File: src/rtl/hamming_receptor_serie.sv
// Serial Hamming(7,4) receiver: collects 7-bit frames MSB first, corrects
// single-bit errors and hands the data nibble to a valid/ready consumer.
module hamming_receptor_serie (
    input  logic       clk,
    input  logic       rst_n,
    input  logic       rx_bit,
    input  logic       rx_valid,
    input  logic       rx_sof,
    output logic [3:0] d_out,
    output logic [2:0] sindrome,
    output logic       corregido,
    output logic       out_valid,
    input  logic       out_ready,
    output logic       overflow,
    output logic [7:0] err_count
);

    localparam int unsigned CW_W   = 7;
    localparam int unsigned SYN_W  = 3;
    localparam int unsigned CNT_W  = 3;
    localparam int unsigned ERRC_W = 8;

    localparam logic [0:0] IDLE = 1'b0;
    localparam logic [0:0] RECV = 1'b1;

    localparam logic [CNT_W-1:0]  LAST_BIT = CNT_W'(CW_W - 1);
    localparam logic [ERRC_W-1:0] ERRC_MAX = '1;

    logic [0:0]       state, state_nx;
    logic [CNT_W-1:0] cnt, cnt_nx;
    logic [CW_W-1:0]  shreg, shreg_nx;
    logic             frame_done_c;

    logic [CW_W-1:0]  chk_reg;
    logic             chk_pend;
    logic [SYN_W-1:0] syn_c;
    logic [CW_W-1:0]  fix_mask_c;
    logic [CW_W-1:0]  fixed_c;
    logic             load_c;

    // Receive FSM state and datapath registers
    always_ff @(posedge clk or negedge rst_n) begin
        if (!rst_n) begin
            state <= IDLE;
            cnt   <= '0;
            shreg <= '0;
        end else begin
            state <= state_nx;
            cnt   <= cnt_nx;
            shreg <= shreg_nx;
        end
    end

    // Next-state: start on sof, shift bits in, flag the 7th bit
    always_comb begin
        state_nx     = state;
        cnt_nx       = cnt;
        shreg_nx     = shreg;
        frame_done_c = 1'b0;
        case (state)
            IDLE: begin
                if (rx_valid && rx_sof) begin
                    shreg_nx = CW_W'(rx_bit);
                    cnt_nx   = CNT_W'(1);
                    state_nx = RECV;
                end
            end
            RECV: begin
                if (rx_valid) begin
                    if (rx_sof) begin
                        // A new sof abandons the partial frame
                        shreg_nx = CW_W'(rx_bit);
                        cnt_nx   = CNT_W'(1);
                    end else begin
                        shreg_nx = {shreg[CW_W-2:0], rx_bit};
                        if (cnt == LAST_BIT) begin
                            frame_done_c = 1'b1;
                            cnt_nx       = '0;
                            state_nx     = IDLE;
                        end else begin
                            cnt_nx = cnt + CNT_W'(1);
                        end
                    end
                end
            end
            default: state_nx = IDLE;
        endcase
    end

    // Check stage: latch the complete codeword for one syndrome cycle
    always_ff @(posedge clk or negedge rst_n) begin
        if (!rst_n) begin
            chk_reg  <= '0;
            chk_pend <= 1'b0;
        end else begin
            if (frame_done_c) begin
                chk_reg <= shreg_nx;
            end
            chk_pend <= frame_done_c;
        end
    end

    // Syndrome and single-bit correction of the checked codeword
    always_comb begin
        syn_c[2]   = chk_reg[6] ^ chk_reg[5] ^ chk_reg[4] ^ chk_reg[3];
        syn_c[1]   = chk_reg[6] ^ chk_reg[5] ^ chk_reg[2] ^ chk_reg[1];
        syn_c[0]   = chk_reg[6] ^ chk_reg[4] ^ chk_reg[2] ^ chk_reg[0];
        fix_mask_c = '0;
        if (syn_c != '0) begin
            fix_mask_c = CW_W'(1) << (syn_c - SYN_W'(1));
        end
        fixed_c = chk_reg ^ fix_mask_c;
        load_c  = chk_pend && (!out_valid || out_ready);
    end

    // Output stage: valid/ready holding register, overflow and error counter
    always_ff @(posedge clk or negedge rst_n) begin
        if (!rst_n) begin
            d_out     <= '0;
            sindrome  <= '0;
            corregido <= 1'b0;
            out_valid <= 1'b0;
            overflow  <= 1'b0;
            err_count <= '0;
        end else begin
            if (load_c) begin
                d_out     <= {fixed_c[6], fixed_c[5], fixed_c[4], fixed_c[2]};
                sindrome  <= syn_c;
                corregido <= (syn_c != '0);
                out_valid <= 1'b1;
                if ((syn_c != '0) && (err_count != ERRC_MAX)) begin
                    err_count <= err_count + ERRC_W'(1);
                end
            end else begin
                if (chk_pend) begin
                    // Output still owned by the consumer: the new word is lost
                    overflow <= 1'b1;
                end
                if (out_valid && out_ready) begin
                    out_valid <= 1'b0;
                end
            end
        end
    end

endmodule

File: config.mk
export PLATFORM = sky130hd
export DESIGN_NAME = hamming_receptor_serie
export DESIGN_NICKNAME = d
export VERILOG_FILES = /design/src/rtl/hamming_receptor_serie.sv
export SDC_FILE = /design/constraint.sdc
export NUM_CORES = 1
export LEC_CHECK = 0
export CAP_MARGIN = 15
export CELL_PAD_IN_SITES_DETAIL_PLACEMENT = 1
export CELL_PAD_IN_SITES_GLOBAL_PLACEMENT = 2
export CORE_MARGIN = 2
export CORE_UTILIZATION = 30
export DETAILED_ROUTE_END_ITERATION = 10
export PLACE_DENSITY = 0.77
export SYNTH_ARGS = -nofsm -noshare
export SYNTH_HDL_FRONTEND = slang
export SYNTH_SLANG_ARGS = --single-unit
File: constraint.sdc
create_clock -name clk -period 5.8 [get_ports clk]
set_input_delay 1.16 -clock clk [delete_from_list [all_inputs] [get_ports clk]]
set_output_delay 1.16 -clock clk [all_outputs]
set_load 0.01 [all_outputs]
==> flow_summary.yaml, run 1 <==
synthesis:
  synth-simple-area-share: 0.155
  synth_fp_nets: 168
  synth_top_area_share: 0.528
  yosysTopAreaCell: "dfrtp_1"
  yosys_warnings: 0
  synthTopCellsByArea: "dfrtp_1 (53%), mux2_2 (7.1%), o2bb2ai_1 (3.5%)"
  synth_seq_cells: 37
  synthXorXnorAreaFrac: 0.0835
  synth_compound_area_frac: 0.126
  synthCells: 160
  muxShareOfSynthArea: 0.0706
  synth_fa_ha_area_frac: 0.0143
  ys_types: 33
  syn-cell-area_um2: 1750
  synth_area_per_cell_um2: 11.0
  synth_top_family_by_area: "simple AND/OR/NAND/NOR gates"
  ys_seq_area_frac: 0.528
cells_and_area:
  fillers: 615
  multi_input_area_um2: 788
  stdcell_area_um2: 2150
  seq_area_um2: 926
  most-common-layout-cells: "dfrtp_1 (37), clkdlybuf4s50_1 (23), nand2_1 (12)"
  layout_commonest_cell: "dfrtp_1"
  largest_reg_flops: 8
  antenna_cells: 0
  nets: 192
  layout-drive-gt1-share: 0.130
  area_growth_pct: 22.5
worst_setup_path:
  cp_cell_sequence: "clkdlybuf4s50_1 -> and2_1 -> and3b_1 -> and3_1 -> mux2_2"
  r2r_cells: 7
  critical-path-max-stage-delay_ps: 510
  crit_fanout: 9
  r2r-start: "chk_reg[6]"
  r2r_slack_ps: 3360
  cp_data_arrival_time_ps: 2970
  worst-path-buf-inv: 1
  cp-startpoint: "rx_valid"
  end_kind: "register"
  critPathKind: "input pin to register"
  r2r-end: "d_out[1]"
  crit_required_ps: 5970
  crit_slowest_cell: "clkdlybuf4s50_1"
  critPathTopFamily: "simple AND/OR/NAND/NOR gates"
  start_kind: "input pin"
run_status:
  status: "finished clean"
detailed_routing:
  postRouteAntennaNets: 0
  drt_pass1_iterations: 4
  first_iter_violations: 52
  via_per_inst: 5.04
  drc: 0
  vias: 1294
  wl_per_cell_um: 14.7
  wl_mm: 3.77
floorplan:
  die_w_um: 80.5
  dieArea_um2: 6470
  die_h_um: 80.5
  io_pins: 24
  fp.coreArea_um2: 5570
  rows: 27
  start_util: 0.315
cts:
  clk_latency_ps: 290
  post_cts_buffers: 0
  clock-sinks: 37
  postCtsHoldBufs: 0
  cts_inserted_buffers: 5
  htree_levels: 2
  clock_path_buffers: 2
  clk_pin_slew_worst_paths_ps: 80
  clockRootBuffer: "clkbuf_8"
  cts_tree: "built"
  cts_resized: 0
hold_path:
  hold_path.class: "register to register"
  min_from: "corregido"
  hold_end: "corregido"
  min_path_cells: 2
power:
  p_leak_uw: 0.000896
  total_power_uw: 573
  powerDensity_nw_per_um2: 266
  irDropWorstVdd_v: 0.000107
global_route:
  antenna_found_initial: 0
  grt_pass1_vias: 1327
  track_usage: 0.133
  grt_pass1_wl_mm: 6.51
  grt_start_max_net_pins: 38
  grt-ovfl-total: 0
timing:
  final_hold_viol_count: 0
  clock.fmax_ghz: 0.358
  finalCriticalPeriod_ps: 2790
  slew_viol_final: 0
  skew_ps: 7.83
  relSlewSlack: 0.593
  rsz0062_at_grt: "false"
  tightest_slew_ps: 607
  timing.final.crit_share: 0.482
  tns_ps: 0
  setup_viol_count_final: 0
job:
  maxCapViolations: 0
placed_design:
  hpwl_mm: 2.73
  placed_area_um2: 2050
  io_buffers: 23
  place.gp.congestion: 0.771
-- cells in the mapped netlist --
cell        n
or4_1       4
dfrtp_1    37
clkbuf_1    4
o2bb2ai_1   7
nor2b_1     6
clkinv_1    1
nor3_1      3
nand2_1    12
nor4b_1     1
nor3b_1     1
buf_1       1
o21ai_0     8
inv_1       2
nand3_1     3
a21oi_1     9
o22ai_1     1
xnor2_2     1
and2_1      2
ha_1        2
mux2_2     11
xnor2_1     6
a31oi_1     5
nor4_1      4
and3b_1     1
o31ai_1     4
xor2_2      1
xor2_1      7
nand2b_1    3
o21bai_1    1
nor2_1      6
or2_2       2
buf_2       2
and3_1      2
-- cell families after synthesis --
logic type               Yosys count
multiplexers                      11
XOR/XNOR                          15
flip-flops                        37
AND/OR/NAND/NOR                   50
buffers and inverters             10
adder cells (fa/ha/maj)            2
AO/OA/AOI/OAI                     35
-- how the worst max path moves through the flow --
stage                  to  cells after the start
3_5_place_dp   chk_reg[2]                      5
4_1_cts        chk_reg[2]                      5
6_report       chk_reg[2]                      5
3_3_place_gp   chk_reg[0]                      5
5_1_grt        chk_reg[2]                      5
2_1_floorplan  chk_reg[0]                      6
-- metrics by stage --
stage          hold WS [ps]  setup WS (ps)  cells   util
3_3_place_gp            463           2750    249  0.368
2_1_floorplan           454           3440    160      -
6_report                492           3010    257  0.386
3_5_place_dp            475           2680    249  0.368
5_1_grt                 534           2870    257  0.386
4_1_cts                 498           2990    257  0.386
-- metal layers --
metal  global-route usage  routed length (um)  part of all wire  vias up
met5                    0                   0                 0        -
met4               0.0508                  83             0.022        0
met3               0.0449                 116             0.031       10
met2                0.218                1850              0.49       23
met1                0.161                1720              0.46      639
li1                     -                   -                 -      622
-- worst register-to-register path, cell delays in order (launching register included) --
cell and delay (ps):
dfrtp_1 470, xnor2_2 280, xor2_1 280, nor2_1 70, ha_1 300, or2_2 360, or4_1 420, a31oi_1 190
-- power by group --
part           internal [uW]  total, uW  switching [uW]
Combinational           43.5       93.1            49.6
Clock                   96.2        188            91.8
Sequential               276        292            15.4
-- area by class of cell --
cell class	instances	share of cell area
Sequential cell	37	0.431
Multi-Input combinational cell	113	0.367
Timing Repair Buffer	24	0.111
Tap cell	72	0.0419
Clock buffer	6	0.0384
Clock inverter	2	0.00640
Inverter	3	0.00524
Power figures use the tool's default switching activity.
==> run 2, diff against run 1 <==
- PLACE_DENSITY: 0.77 -> 0.8
- clock period: 5.8 -> 2.3 ns (I/O delays scaled with it)
==> flow_summary.yaml, run 2 (synthesis gave the netlist of run 1 again) <==
power:
  switchingPower_uw: 419
  sequentialPowerShare: 0.500
  p_leak_uw: 0.000990
  irDropWorstVdd_v: 0.000275
  combPwrFrac: 0.203
  swShare: 0.284
  powerDensity_nw_per_um2: 629
  p_int_uw: 1060
  p_clk_frac: 0.297
  total_power_uw: 1480
global_route:
  grt-ovfl-total: 0
  grt_start_max_net_pins: 38
  antenna_found_initial: 0
  grt_pass1_wl_mm: 7.43
  grt_pass1_vias: 1490
  track_usage: 0.154
placed_design:
  placed_area_um2: 2130
  hpwl_mm: 3.00
  dp.cells: 259
  io_buffers: 23
  place.gp.congestion: 0.759
detailed_routing:
  vias: 1360
  wl_mm: 4.31
  drc: 0
  drt_pass1_iterations: 4
  postRouteAntennaNets: 0
  first_iter_violations: 37
  via_per_inst: 4.98
  wl_per_cell_um: 15.8
job:
  maxCapViolations: 0
floorplan:
  rows: 27
  dieArea_um2: 6470
  fp.coreArea_um2: 5570
  io_pins: 24
  die_h_um: 80.5
  start_util: 0.315
  die_w_um: 80.5
cts:
  clk_pin_slew_worst_paths_ps: 80
  clk_latency_ps: 290
  clock_path_buffers: 2
  cts_tree: "built"
  clockRootBuffer: "clkbuf_8"
  htree_levels: 2
  clock-sinks: 37
  cts_inserted_buffers: 5
worst_setup_path:
  start_kind: "register"
  end_kind: "register"
  cp_cell_sequence: "xnor2_4 -> xnor2_2 -> nor2_1 -> ha_1 -> or2_4 -> or4_1 -> a31oi_1"
  r2r-end: "d_out[1]"
  worst-path-buf-inv: 0
  critPathTopFamily: "simple AND/OR/NAND/NOR gates"
  crit_fanout: 6
  r2r_slack_ps: 30
  cp-startpoint: "chk_reg[2]"
  critPathKind: "register to register"
  crit_slowest_cell: "dfrtp_2"
  crit_required_ps: 2510
  cp_data_arrival_time_ps: 2490
  r2r_cells: 7
  critical-path-max-stage-delay_ps: 500
  r2r-start: "chk_reg[2]"
cells_and_area:
  area_growth_pct: 33.9
  antenna_cells: 0
  layout_commonest_cell: "dfrtp_1"
  nets: 208
  layout-drive-gt1-share: 0.244
  instances_no_fill: 273
  stdcell_area_um2: 2350
  largest_reg_flops: 8
  most-common-layout-cells: "dfrtp_1 (35), clkdlybuf4s50_1 (23), buf_4 (17)"
hold_path:
  hold_end: "overflow"
  min_path_cells: 1
  hold_path.class: "register to register"
  min_from: "overflow"
timing:
  rsz0062_at_grt: "true"
  slew_viol_final: 0
  setup_viol_count_final: 0
  skew_ps: 8.38
  finalCriticalPeriod_ps: 2270
  clock.fmax_ghz: 0.440
  final_hold_viol_count: 0
  timing.final.crit_share: 0.989
  relSlewSlack: 0.646
  tightest_slew_ps: 527
run_status:
  status: "finished clean"
-- run 2: worst register-to-register path: stages (launching register included) --
cell	delay, ps
dfrtp_2	500
xnor2_4	190
xnor2_2	210
nor2_1	80
ha_1	320
or2_4	280
or4_1	440
a31oi_1	190
-- run 2: worst max-delay path by stage --
stage | to | slack [ps] | depth (start not counted)
3_5_place_dp | d_out[3] | -100 | 7
3_3_place_gp | d_out[3] | 70 | 7
2_1_floorplan | d_out[2] | 60 | 8
5_1_grt | d_out[1] | -80 | 7
4_1_cts | d_out[3] | 40 | 7
6_report | d_out[1] | 30 | 7
-- run 2: metal layers --
| layer | up-vias | wire length, um | global-route usage |
|---|---|---|---|
| li1 | 647 | - | - |
| met1 | 684 | 1840 | 0.192 |
| met2 | 21 | 2270 | 0.257 |
| met3 | 8 | 110 | 0.0371 |
| met4 | 0 | 85 | 0.0610 |
| met5 | - | 0 | 0 |
-- run 2: final cells by class --
class                   count  area (um2)
fillers                   618        3230
flip-flops and latches     37         928
multi-input cells         113         875
repair buffers             40         358
well taps                  72        90.1
clock buffers               5        68.8
clock inverters             3        17.5
inverters                   3        11.3
-- run 2: metrics by stage --
stage	hold WS (ps)	setup TNS (ps)	setup WS, ps	utilization
floorplan	164	0	64.6	-
global route	515	-136	-84.2	0.421
CTS	492	0	44.8	0.413
detailed placement	474	-295	-98.3	0.382
global placement	460	0	69.7	0.382
finish	491	0	25.7	0.421
-- run 2: power groups by stage --
stage | Clock, uW | Sequential [uW] | Combinational (uW)
5_1_grt | 488 | 749 | 337
3_5_place_dp | 0 | 748 | 261
6_report | 438 | 739 | 301
4_1_cts | 453 | 738 | 284
3_3_place_gp | 0 | 741 | 246
2_1_floorplan | 0 | 748 | 129
-- run 2: timing repair --
item	in CTS	in global routing
setup buffers	3	3
setup endpoints to repair	5	4
gates resized for setup	10	3
pin swaps	2	5
hold buffers	0	0
